--- src/rtl/motor_pkg.sv ---
// motor_pkg: shared move codes, level type, FSM states and ramp step helper for motor_pwm_driver
package motor_pkg;
  localparam logic [3:0] CMD_W = 4'b0000;
  localparam logic [3:0] CMD_WA = 4'b0001;
  localparam logic [3:0] CMD_WD = 4'b0010;
  localparam int LEVEL_MAX = 15;
  typedef logic [3:0] level_t;
  typedef enum logic [1:0] {IDLE, RUN, STOPPING} state_t;
  function automatic level_t step_toward(level_t cur, level_t tgt);
    return cur < tgt ? cur + 4'd1 : cur > tgt ? cur - 4'd1 : cur;
  endfunction
endpackage

--- src/rtl/motor_pwm_driver_wheel_ramp.sv ---
// wheel_ramp: one wheel's rate-limited level register plus registered PWM compare
// ports: clk, reset (async, active-high), target, period_tick, ramp_tick, cnt (shared period counter) -> pwm, level
// MOTOR_DEADBAND_EN: non-zero levels below MIN_LEVEL are raised to MIN_LEVEL on pwm and level
module wheel_ramp
  import motor_pkg::*;
#(
  parameter int PWM_PERIOD = 2500,
  parameter int MIN_LEVEL = 3,
  localparam int CW = $clog2(PWM_PERIOD)
) (
  input  logic          clk,
  input  logic          reset,
  input  level_t        target,
  input  logic          period_tick,
  input  logic          ramp_tick,
  input  logic [CW-1:0] cnt,
  output logic          pwm,
  output level_t        level
);
  localparam logic [CW-1:0] STEP = CW'(PWM_PERIOD / 15);
`ifdef MOTOR_DEADBAND_EN
  localparam bit DEADBAND = 1'b1;
`else
  localparam bit DEADBAND = 1'b0;
`endif
  level_t raw;
  logic [CW-1:0] thr;
  // the ramp itself walks through the stall zone one step per tick; only the driven value is floored
  assign level = (DEADBAND && raw != '0 && raw < level_t'(MIN_LEVEL)) ? level_t'(MIN_LEVEL) : raw;
  assign thr = CW'(level) * STEP;
  always_ff @(posedge clk or posedge reset)
    if (reset) begin
      raw <= '0;
      pwm <= 1'b0;
    end else begin
      if (period_tick && ramp_tick) raw <= step_toward(raw, target);
      pwm <= level == level_t'(LEVEL_MAX) ? 1'b1 : level == '0 ? 1'b0 : cnt < thr;
    end
endmodule

--- src/rtl/motor_pwm_driver.sv ---
// motor_pwm_driver: maps move_cmd/speed_level to ramped differential-drive wheel PWM
// ports: clk, reset (async, active-high), enable, move_cmd, speed_level -> pwm_left/right, level_left/right, running
// MOTOR_DEADBAND_EN: floors non-zero wheel levels at MIN_LEVEL
module motor_pwm_driver
  import motor_pkg::*;
#(
  parameter int PWM_PERIOD = 2500,
  parameter int BASE_LEVEL = 8,
  parameter int RAMP_PERIODS = 4,
  parameter int MIN_LEVEL = 3
) (
  input  logic       clk,
  input  logic       reset,
  input  logic       enable,
  input  logic [3:0] move_cmd,
  input  logic [3:0] speed_level,
  output logic       pwm_left,
  output logic       pwm_right,
  output level_t     level_left,
  output level_t     level_right,
  output logic       running
);
  localparam int CW = $clog2(PWM_PERIOD);
  localparam int RW = $clog2(RAMP_PERIODS + 1);
  localparam logic [CW-1:0] LAST = CW'(PWM_PERIOD - 1);
  localparam logic [RW-1:0] RLAST = RW'(RAMP_PERIODS - 1);
  localparam level_t BASE = level_t'(BASE_LEVEL);
  logic [CW-1:0] cnt;
  logic [RW-1:0] rcnt;
  logic period_tick, ramp_tick;
  logic [4:0] sum;
  level_t lo, hi, t_left, t_right;
  state_t state;
  assign period_tick = cnt == LAST;
  assign ramp_tick = state != IDLE && rcnt == RLAST;
  assign sum = {1'b0, BASE} + {1'b0, speed_level};
  assign hi = sum[4] ? level_t'(LEVEL_MAX) : sum[3:0];
  assign lo = speed_level >= BASE ? '0 : BASE - speed_level;
  // targets are only consumed on period_tick, so mid-period changes wait for the boundary
  assign t_left = !enable ? '0 : move_cmd == CMD_W ? BASE : move_cmd == CMD_WA ? lo : move_cmd == CMD_WD ? hi : '0;
  assign t_right = !enable ? '0 : move_cmd == CMD_W ? BASE : move_cmd == CMD_WA ? hi : move_cmd == CMD_WD ? lo : '0;
  always_ff @(posedge clk or posedge reset)
    if (reset) begin
      cnt <= '0;
      rcnt <= '0;
    end else begin
      cnt <= period_tick ? '0 : cnt + 1'b1;
      rcnt <= state == IDLE ? '0 : !period_tick ? rcnt : rcnt == RLAST ? '0 : rcnt + 1'b1;
    end
  always_ff @(posedge clk or posedge reset)
    if (reset) begin
      state <= IDLE;
      running <= 1'b0;
    end else if (period_tick)
      case (state)
        IDLE: if (enable) begin
          state <= RUN;
          running <= 1'b1;
        end
        RUN: if (!enable) state <= STOPPING;
        STOPPING:
          if (enable) state <= RUN;
          else if (level_left == '0 && level_right == '0) begin
            state <= IDLE;
            running <= 1'b0;
          end
        default: begin
          state <= IDLE;
          running <= 1'b0;
        end
      endcase
  wheel_ramp #(.PWM_PERIOD(PWM_PERIOD), .MIN_LEVEL(MIN_LEVEL)) u_left (
    .clk(clk), .reset(reset), .target(t_left), .period_tick(period_tick),
    .ramp_tick(ramp_tick), .cnt(cnt), .pwm(pwm_left), .level(level_left)
  );
  wheel_ramp #(.PWM_PERIOD(PWM_PERIOD), .MIN_LEVEL(MIN_LEVEL)) u_right (
    .clk(clk), .reset(reset), .target(t_right), .period_tick(period_tick),
    .ramp_tick(ramp_tick), .cnt(cnt), .pwm(pwm_right), .level(level_right)
  );
endmodule

--- config.mk ---
export PLATFORM = sky130hd
export DESIGN_NAME = motor_pwm_driver
export DESIGN_NICKNAME = d
export VERILOG_FILES = /design/src/rtl/motor_pkg.sv /design/src/rtl/motor_pwm_driver_wheel_ramp.sv /design/src/rtl/motor_pwm_driver.sv
export SDC_FILE = /design/constraint.sdc
export NUM_CORES = 1
export LEC_CHECK = 0
export CORE_UTILIZATION = 59
export CTS_BUF_LIST = sky130_fd_sc_hd__clkbuf_4 sky130_fd_sc_hd__clkbuf_8
export CTS_CLUSTER_DIAMETER = 30
export DETAILED_ROUTE_END_ITERATION = 8
export PLACE_DENSITY = 0.8
export SLEW_MARGIN = 20
export SYNTH_ARGS = -nofsm -noshare
export SYNTH_HDL_FRONTEND = slang
export SYNTH_SLANG_ARGS = --single-unit
--- constraint.sdc ---
create_clock -name clk -period 3.3 [get_ports clk]
set_input_delay 0.66 -clock clk [delete_from_list [all_inputs] [get_ports clk]]
set_output_delay 0.66 -clock clk [all_outputs]
set_load 0.1 [all_outputs]
# Yosys cells after proc, flatten, opt, wreduce, memory -nomap -nowiden
# Cells that the tools add are included.
# op_classes
n_eq_ne,13
multipliers,2
magnitude_cmp,7
addsub,8
muxes,31
n_bitwise,1
n_reduce_logical,15
# ops
operator,count
4-bit 2-to-1 mux,14
12-bit less-than comparator,2
"4-bit by 7-bit multiplier with 11-bit output, second input constant",2
"12-bit by 1-bit adder with 12-bit output, second input constant",1
"12-bit equality test, second input constant",1
4-bit zero test,3
12-bit 2-to-1 mux,1
3-bit 2-to-1 mux,3
"4-bit by 1-bit adder with 4-bit output, second input constant",2
"4-bit equality test, second input constant",2
4-bit > comparator,2
4-bit less-than comparator,2
2-bit 2-to-1 mux,4
"2-bit inequality test, second input constant",4
2-bit nonzero test,4
"4-bit by 1-bit subtractor with 4-bit output, second input constant",2
1-bit 2-to-1 mux,7
2-bit case mux with 3 select lines,1
"4-bit by 4-bit adder with 5-bit output, first input constant",1
5-bit AND reduction,1
"4-bit by 1-bit equality test with 1-bit output, second input constant",1
"4-bit by 2-bit equality test with 1-bit output, second input constant",1
"4-bit greater-or-equal comparator, second input constant",1
2-bit AND reduction,2
11 further kinds,13
# totals
ff_bits,28
word_cells,85

# Longest topological paths before layout
# Gate-level depths: netlist (run 1).
# logic_depth
ltp_word,9
depth_mapped,16
depth_no_buf,16

# Hierarchy
# Synthesis (run 1) repeated with hierarchy kept, for this count alone.
# hier_totals
hier_cells,330
area_unflattened_um2,3030.4
# by_module_without_submodules
mod,n_inst,cells_per_inst,area_per_inst_um2
wheel_ramp,2,107,980.9
motor_pwm_driver,1,116,1068.5

# Least setup slack after synthesis (run 1)
# No wires, ideal clock.
# synth_timing
path_type,register -> register
start,"register u_left.raw[2], in the netlist u_left.level[2]"
end,register u_left.pwm
stages_incl_launch_ff,14
synth_period_minus_slack_ns,3.706
setup_time_ns,0.083
slack_ns,-0.406
n_path_buf,0
t_arrival_ns,3.624
cell_sequence,dfrtp_1 -> inv_1 -> ha_1 -> ha_1 -> or2_2 -> ha_1 -> a21oi_1 -> nand2_1 -> a31o_2 -> a31oi_1 -> ha_1 -> a221oi_1 -> o21ai_0 -> o21ai_0
# synth_between
elab_chain_len,4
# synth_lines
element,line,rtl
"start, declared",motor_pwm_driver_wheel_ramp.sv:26,level_t raw;
"start signal, assigned",motor_pwm_driver_wheel_ramp.sv:36,"if (period_tick && ramp_tick) raw <= step_toward(raw, target);"
4-bit by 7-bit multiplier with 11-bit output,motor_pwm_driver_wheel_ramp.sv:30,assign thr = CW'(level) * STEP;
12-bit less-than comparator,motor_pwm_driver_wheel_ramp.sv:37,pwm <= level == level_t'(LEVEL_MAX) ? 1'b1 : level == '0 ? 1'b0 : cnt < thr;
1-bit 2-to-1 mux,motor_pwm_driver_wheel_ramp.sv:37,
1-bit 2-to-1 mux (*),motor_pwm_driver_wheel_ramp.sv:37,
"end signal, assigned",motor_pwm_driver_wheel_ramp.sv:37,
"end, declared",motor_pwm_driver_wheel_ramp.sv:17,"output logic pwm,"
# Mark *: on every way between the ends. The rest lies on a longest branch, timed or not.
# A chain may end at the register's enable or synchronous reset.

# Worst setup path after layout (run 1)
# layout_timing
start,input port speed_level[2]
end,"register u_left.raw[3], in the netlist u_left.level[3]"
# layout_between
elab_chain_len,9
# layout_lines
element,line,rtl
"start, declared",motor_pwm_driver.sv:16,"input logic [3:0] speed_level,"
4-bit by 4-bit adder with 5-bit output,motor_pwm_driver.sv:36,"assign sum = {1'b0, BASE} + {1'b0, speed_level};"
4-bit 2-to-1 mux,motor_pwm_driver.sv:37,assign hi = sum[4] ? level_t'(LEVEL_MAX) : sum[3:0];
4-bit 2-to-1 mux,motor_pwm_driver.sv:40,assign t_left = !enable ? '0 : move_cmd == CMD_W ? BASE : move_cmd == CMD_WA ? lo : move_cmd == CMD_WD ? hi : ...
4-bit 2-to-1 mux (*) (3 in series),motor_pwm_driver.sv:40,
4-bit > comparator / 4-bit less-than comparator (equally long branches),motor_pkg.sv:10,return cur < tgt ? cur + 4'd1 : cur > tgt ? cur - 4'd1 : cur;
2-bit nonzero test (no source line),--,
2-bit AND reduction (no source line),--,
# Marks and branches as above.

==> impl_metrics.tcl, run 1 <==
set metrics [dict create \
    status "completed" \
    finalNetCount 478 \
    pwr-share-seq_pct 31.1 \
    skew_ns 0.0129 \
    dieWidth_um 73.2 \
    r2r.worst_path.cells 13 \
    async_flop_share_pct 100 \
    synth_cells 330 \
    grt_max_degree 29 \
    synthesis.nets 416 \
    period_share_pct 96.3 \
    grt_pass1_vias 2555 \
    clkSinkCount 28 \
    cts_tree "yes" \
    critPathRequiredTime_ns 3.52 \
    cp_slowest_cell "or4_4" \
    comb_power_share_pct 49.9 \
    final_common_cell "ha_1" \
    gp_congestion 0.822 \
    grt_pass1_wl_um 11500 \
    most-common-layout-cells "ha_1 (65), buf_4 (49), nand2_1 (29)" \
    cp.depth 14 \
    start_util_pct 62.4 \
    ir_drop_uv 175 \
    routed_wl_um 7430 \
    dieArea_mm2 0.00535 \
    ios 22 \
    power_switching_share_pct 38.6 \
    placed_area_mm2 0.00348 \
    clock_latency_ns 0.29 \
    h-tree-depth 1 \
    period_minus_slack_ns 3.18 \
    synth_edf_count 0 \
    num_rows 25 \
    crit_fanout 3 \
    die-height_um 73.2 \
    power.internal_uw 716 \
    seq_area_frac_synth_pct 23.5 \
    critPathLaunchType "primary input" \
    critical-path-max-stage-delay_ns 0.52 \
    powerDensity_mw_per_mm2 306 \
    drc 0 \
    antenna_left 0 \
    critical_path_class "primary input to flip-flop" \
    dp_hpwl_um 5320 \
    antenna_found_initial 0 \
    min_path_type "flip-flop to flip-flop" \
    use_met2_pct 48.8 \
    power_uw 1170 \
    crit_family "simple AND/OR/NAND/NOR gates" \
    syn_area_mm2 0.00299 \
    use_met1_pct 35.9 \
    hold_depth 1 \
    maxSlewViolCount 0 \
    stdcell_area_mm2 0.00381 \
    cts_buffer_depth 2 \
    ys_ff_latch 28 \
    hold_viol_final 0 \
    cap_violations 0 \
    utilization_pct 79.7 \
    drive_gt1_share_pct 27.9 \
    grt_busiest_layer "met2" \
    power_frac_clock_pct 19.1 \
    drt-pass1-iter-count 4 \
    path_buf_inv 1 \
    synth_warnings 0 \
    port_buffers 21 \
    fmax_ghz 0.315 \
    synth_cell_types 46 \
    grt.total_usage_pct 27.8 \
    setup_violations 0 \
    core-area_mm2 0.00479 \
    grt_overflow 0 \
    p_leak_uw 0.00180 \
    cts_buffers 3 \
    synth_flop_cell "dfrtp_1" \
    cts_root_buf "clkbuf_8" \
    wire_per_inst_um 16.2 \
    worstSetupEndpointType "flip-flop" \
    syn_area_per_cell_um2 9.05 \
    crit_chain "clkdlybuf4s50_1 -> or4_4 -> o21ai_2 -> nand3_2 -> ha_4 -> nand2_1 -> o21bai_4 -> nand2_2 -> ha_4 -> a21oi_1 -> nand2_1 -> and3_1 -> o21ai_2 -> xnor2_1" \
    worst_slew_pin_slew_ns 0.870 \
    num_vias 2752 \
    p_switching_uw 450 \
    slew_headroom_pct 41.4 \
    n_antenna_cell 0 \
    clk_pin_slew_worst_paths_ns 0.11 \
    area_growth_syn_to_layout_pct 27.6 \
    arrival_ns 3.39 \
    grtUsageMet3_pct 2.49 \
    drt-vias-per-instance 6.01 \
    drtIter0Drc 134 \
]
## layout make-up
class,count,area [µm²]
Clock buffer,4,55.1
Fill cell,312,972
Inverter,18,67.6
Multi-Input combinational cell,281,2430
Sequential cell,28,711
Tap cell,67,83.8
Timing Repair Buffer,60,467
## cells by family (layout without fill, tap and decap cells)
group                    Yosys count  in the layout  share of synthesized area (%)
AND/OR/NAND/NOR                  114            114                           20.4
flip-flops                        28             28                           23.5
AO/OA/AOI/OAI                     64             64                           13.1
XOR/XNOR                          28             28                           8.21
adder cells (fa/ha/maj)           75             75                           31.9
buffers and inverters             21             82                           2.93
## registers in the layout, indices dropped and copies added, names as in the netlist
name and flops:
cnt 12, u_left.level 4, u_right.level 4, rcnt 3
state 2, running 1, u_left.pwm 1, u_right.pwm 1
## power by group through the flow
stage               sequential [µW]  combinational, µW  clock, µW
finish                          363                581        222
global route                    363                640        234
CTS                             364                527        219
detailed placement              371                506          0
global placement                370                481          0
floorplan                       438                291          0
## worst paths after layout
kind	to	start	slack, ns
worst max register to register	u_left.pwm	u_left.level[2]	0.14
worst max-delay path	u_left.level[3]	speed_level[2]	0.12
min in group asynchronous	u_right.level[2]	reset	0.77
worst min-delay path	cnt[0]	cnt[0]	0.50
worst min register to register	cnt[0]	cnt[0]	0.50
max in group asynchronous	u_left.level[2]	reset	2.07
## synthesized netlist by cell type, types with 2 or more instances
master / count / share of area [%]
a21oi_1: 23 / 3.9
inv_1: 18 / 2.3
xnor2_1: 21 / 6.2
o21ai_1: 2 / 0.34
nor2b_1: 7 / 1.5
a221oi_1: 2 / 0.59
nand4_1: 5 / 1.0
ha_1: 73 / 31
nand2_1: 32 / 4.0
xor2_1: 7 / 2.1
nor3_1: 8 / 1.3
nand2b_1: 4 / 0.84
and3_1: 6 / 1.3
o21ai_0: 19 / 3.2
nor4b_1: 3 / 0.88
nand3_1: 12 / 2.0
dfrtp_1: 28 / 23
a211o_1: 2 / 0.59
nor2_1: 24 / 3.0
or2_2: 2 / 0.42
o221a_2: 2 / 0.75
a31oi_1: 2 / 0.42
fa_1: 2 / 1.3
a31o_2: 4 / 1.2
## timing repair
| item | CTS | global route |
|---|---|---|
| hold buffers | 0 | 0 |
| setup buffers | 2 | 7 |
| pin swaps | 15 | 20 |
| setup endpoints to repair | 6 | 8 |
| resized for setup | 21 | 38 |
## metrics by stage
step | setup slack (ns) | std cells | hold WS, ns | setup TNS (ns)
finish | 0.123 | 458 | 0.503 | 0
global placement | -0.431 | 445 | 0.480 | -1.94
floorplan | 0.0225 | 330 | 0.455 | 0
detailed placement | -0.602 | 445 | 0.490 | -2.61
CTS | 0.00359 | 451 | 0.503 | 0
global route | -0.0181 | 458 | 0.549 | -0.0391
## layer usage
| layer | share of wire [%] | vias up | routed length [µm] |
|---|---|---|---|
| li1 | - | 1318 | - |
| met3 | 4.3 | 15 | 318 |
| met1 | 42 | 1337 | 3150 |
| met4 | 1.7 | 0 | 126 |
| met2 | 52 | 82 | 3830 |
| met5 | 0 | - | 0 |
Power figures use the tool's default switching activity.
==> run 2, diff against run 1 <==
Settings changed: CORE_MARGIN from default to 2, CTS_CLUSTER_SIZE from default to 20, TNS_END_PERCENT from default to 50.
==> impl_metrics.tcl, run 2 (same netlist as run 1, synthesis figures left out) <==
set metrics [dict create \
    h-tree-depth 1 \
    rr_endpoint "u_right.pwm" \
    dp_hpwl_um 5310 \
    period_minus_slack_ns 3.21 \
    cts_buffers 3 \
    drt-vias-per-instance 5.88 \
    cap_violations 0 \
    cts_tree "yes" \
    core-area_mm2 0.00482 \
    final_common_cell "ha_1" \
    critical_path_class "primary input to flip-flop" \
    power_uw 1200 \
    largest_register_ffs 12 \
    start_util_pct 62.0 \
    cp-endpoint "u_right.level[3]" \
    worst_slew_pin_slew_ns 0.831 \
    placed_area_mm2 0.00345 \
    grt_pass1_wl_um 11000 \
    area_growth_syn_to_layout_pct 23.8 \
    stdcell_area_mm2 0.00370 \
    drtIter0Drc 148 \
    drive_gt1_share_pct 24.7 \
    cts_root_buf "clkbuf_8" \
    whs_ns 0.499 \
    status "completed" \
    fmax_ghz 0.312 \
    ir_drop_uv 305 \
    cts_buffer_depth 2 \
    finalNetCount 471 \
    die-height_um 75.2 \
    antenna_left 0 \
    rrSetupSlack_ns 0.10 \
    fin_ws_ns 0.0919 \
    drc 0 \
    timing.rr.start "u_right.level[2]" \
    pre_cts_ws_ns -0.641 \
    clkSinkCount 28 \
    setup_violations 0 \
    grt_max_degree 29 \
    dieArea_mm2 0.00565 \
    gp_congestion 0.815 \
    antenna_found_initial 0 \
    ios 22 \
    clock_latency_ns 0.28 \
    cp-startpoint "speed_level[2]" \
    r2r.worst_path.cells 13 \
    period_share_pct 97.2 \
    regMostFlops "cnt" \
    hold_buffers 0 \
    grt.total_usage_pct 25.2 \
    final.fill_count 362 \
    critPathLaunchType "primary input" \
    most-common-layout-cells "ha_1 (68), buf_4 (43), nand2_1 (29)" \
    routed_wl_um 7190 \
    grt_overflow 0 \
    wire_per_inst_um 15.9 \
    worstSetupEndpointType "flip-flop" \
    hold_viol_final 0 \
    num_rows 25 \
    clk_pin_slew_worst_paths_ns 0.10 \
    port_buffers 21 \
    slew_headroom_pct 44.0 \
    dieWidth_um 75.2 \
    critPathRequiredTime_ns 3.50 \
    maxSlewViolCount 0 \
    skew_ns 0.00729 \
    arrival_ns 3.41 \
    p_leak_uw 0.00174 \
    grt_pass1_vias 2546 \
    crit_fanout 3 \
    powerDensity_mw_per_mm2 324 \
    min_path_type "flip-flop to flip-flop" \
    drt-pass1-iter-count 4 \
    num_vias 2650 \
    n_antenna_cell 0 \
]
## run 2: cell types whose count changed in the layout (fill, tap and decap cells not counted), sizes merged, moves of 2 or more
cell / before / now
dlygate4sd2: 0 / 2
buf: 50 / 43
dlymetal6s2s: 3 / 1
clkbuf: 8 / 5
## run 2: how the worst min path moves through the flow
stage / start / to / slack (ns) / depth (start not counted)
after global routing: cnt[0] / cnt[0] / 0.54 / 1
after CTS: cnt[0] / cnt[0] / 0.49 / 1
final: cnt[0] / cnt[0] / 0.50 / 1
after detailed placement: cnt[0] / cnt[0] / 0.48 / 1
after global placement: cnt[0] / cnt[0] / 0.48 / 1
after floorplan: cnt[0] / cnt[0] / 0.45 / 1
## run 2: timing repair
action,in CTS,in global routing
setup endpoints to repair,6,8
pin swaps,13,18
resized for setup,18,27
buffers inserted,1,3
## run 2: final cells by class
cell class,count,area [µm²],share of cell area (%)
clock buffers,3,41.3,1.12
clock inverters,1,30.0,0.812
inverters,18,67.6,1.83
multi-input cells,281,2350,63.7
flip-flops and latches,28,708,19.1
well taps,67,83.8,2.27
repair buffers,53,413,11.2
## run 2: layer usage
layer  GRT usage, %  vias to the layer above  wire [µm]  share of wire [%]
met5              0                        -          0                  0
met4           5.26                        0         99                1.4
met3           2.95                        9        181                2.5
met2           45.6                       45       3710                 52
met1           32.4                     1291       3200                 45
li1               -                     1305          -                  -
## run 2: power breakdown
group          switching (µW)  leakage (µW)  internal (µW)
Combinational             318       0.00138            240
Clock                     118     0.0000357            163
Sequential               7.62      0.000323            352
## run 2: per-stage QoR
| step | cells | util, % | setup TNS, ns |
|---|---|---|---|
| after global routing | 451 | 76.8 | -0.0951 |
| after global placement | 443 | 71.7 | -2.19 |
| after floorplan | 330 | - | -0.0241 |
| after detailed placement | 443 | 71.7 | -2.71 |
| after CTS | 448 | 74.2 | 0 |
| final | 451 | 76.8 | 0 |
## run 2: critical path, stage by stage
cell             delay (ns)
clkdlybuf4s50_1        0.43
or4_4                  0.50
o21ai_1                0.13
nand3_1                0.13
ha_1                   0.34
a21oi_2                0.19
nand2_2                0.14
ha_4                   0.28
a21oi_2                0.12
nand2_2                0.08
and3_4                 0.17
o21ai_2                0.12
xnor2_1                0.13
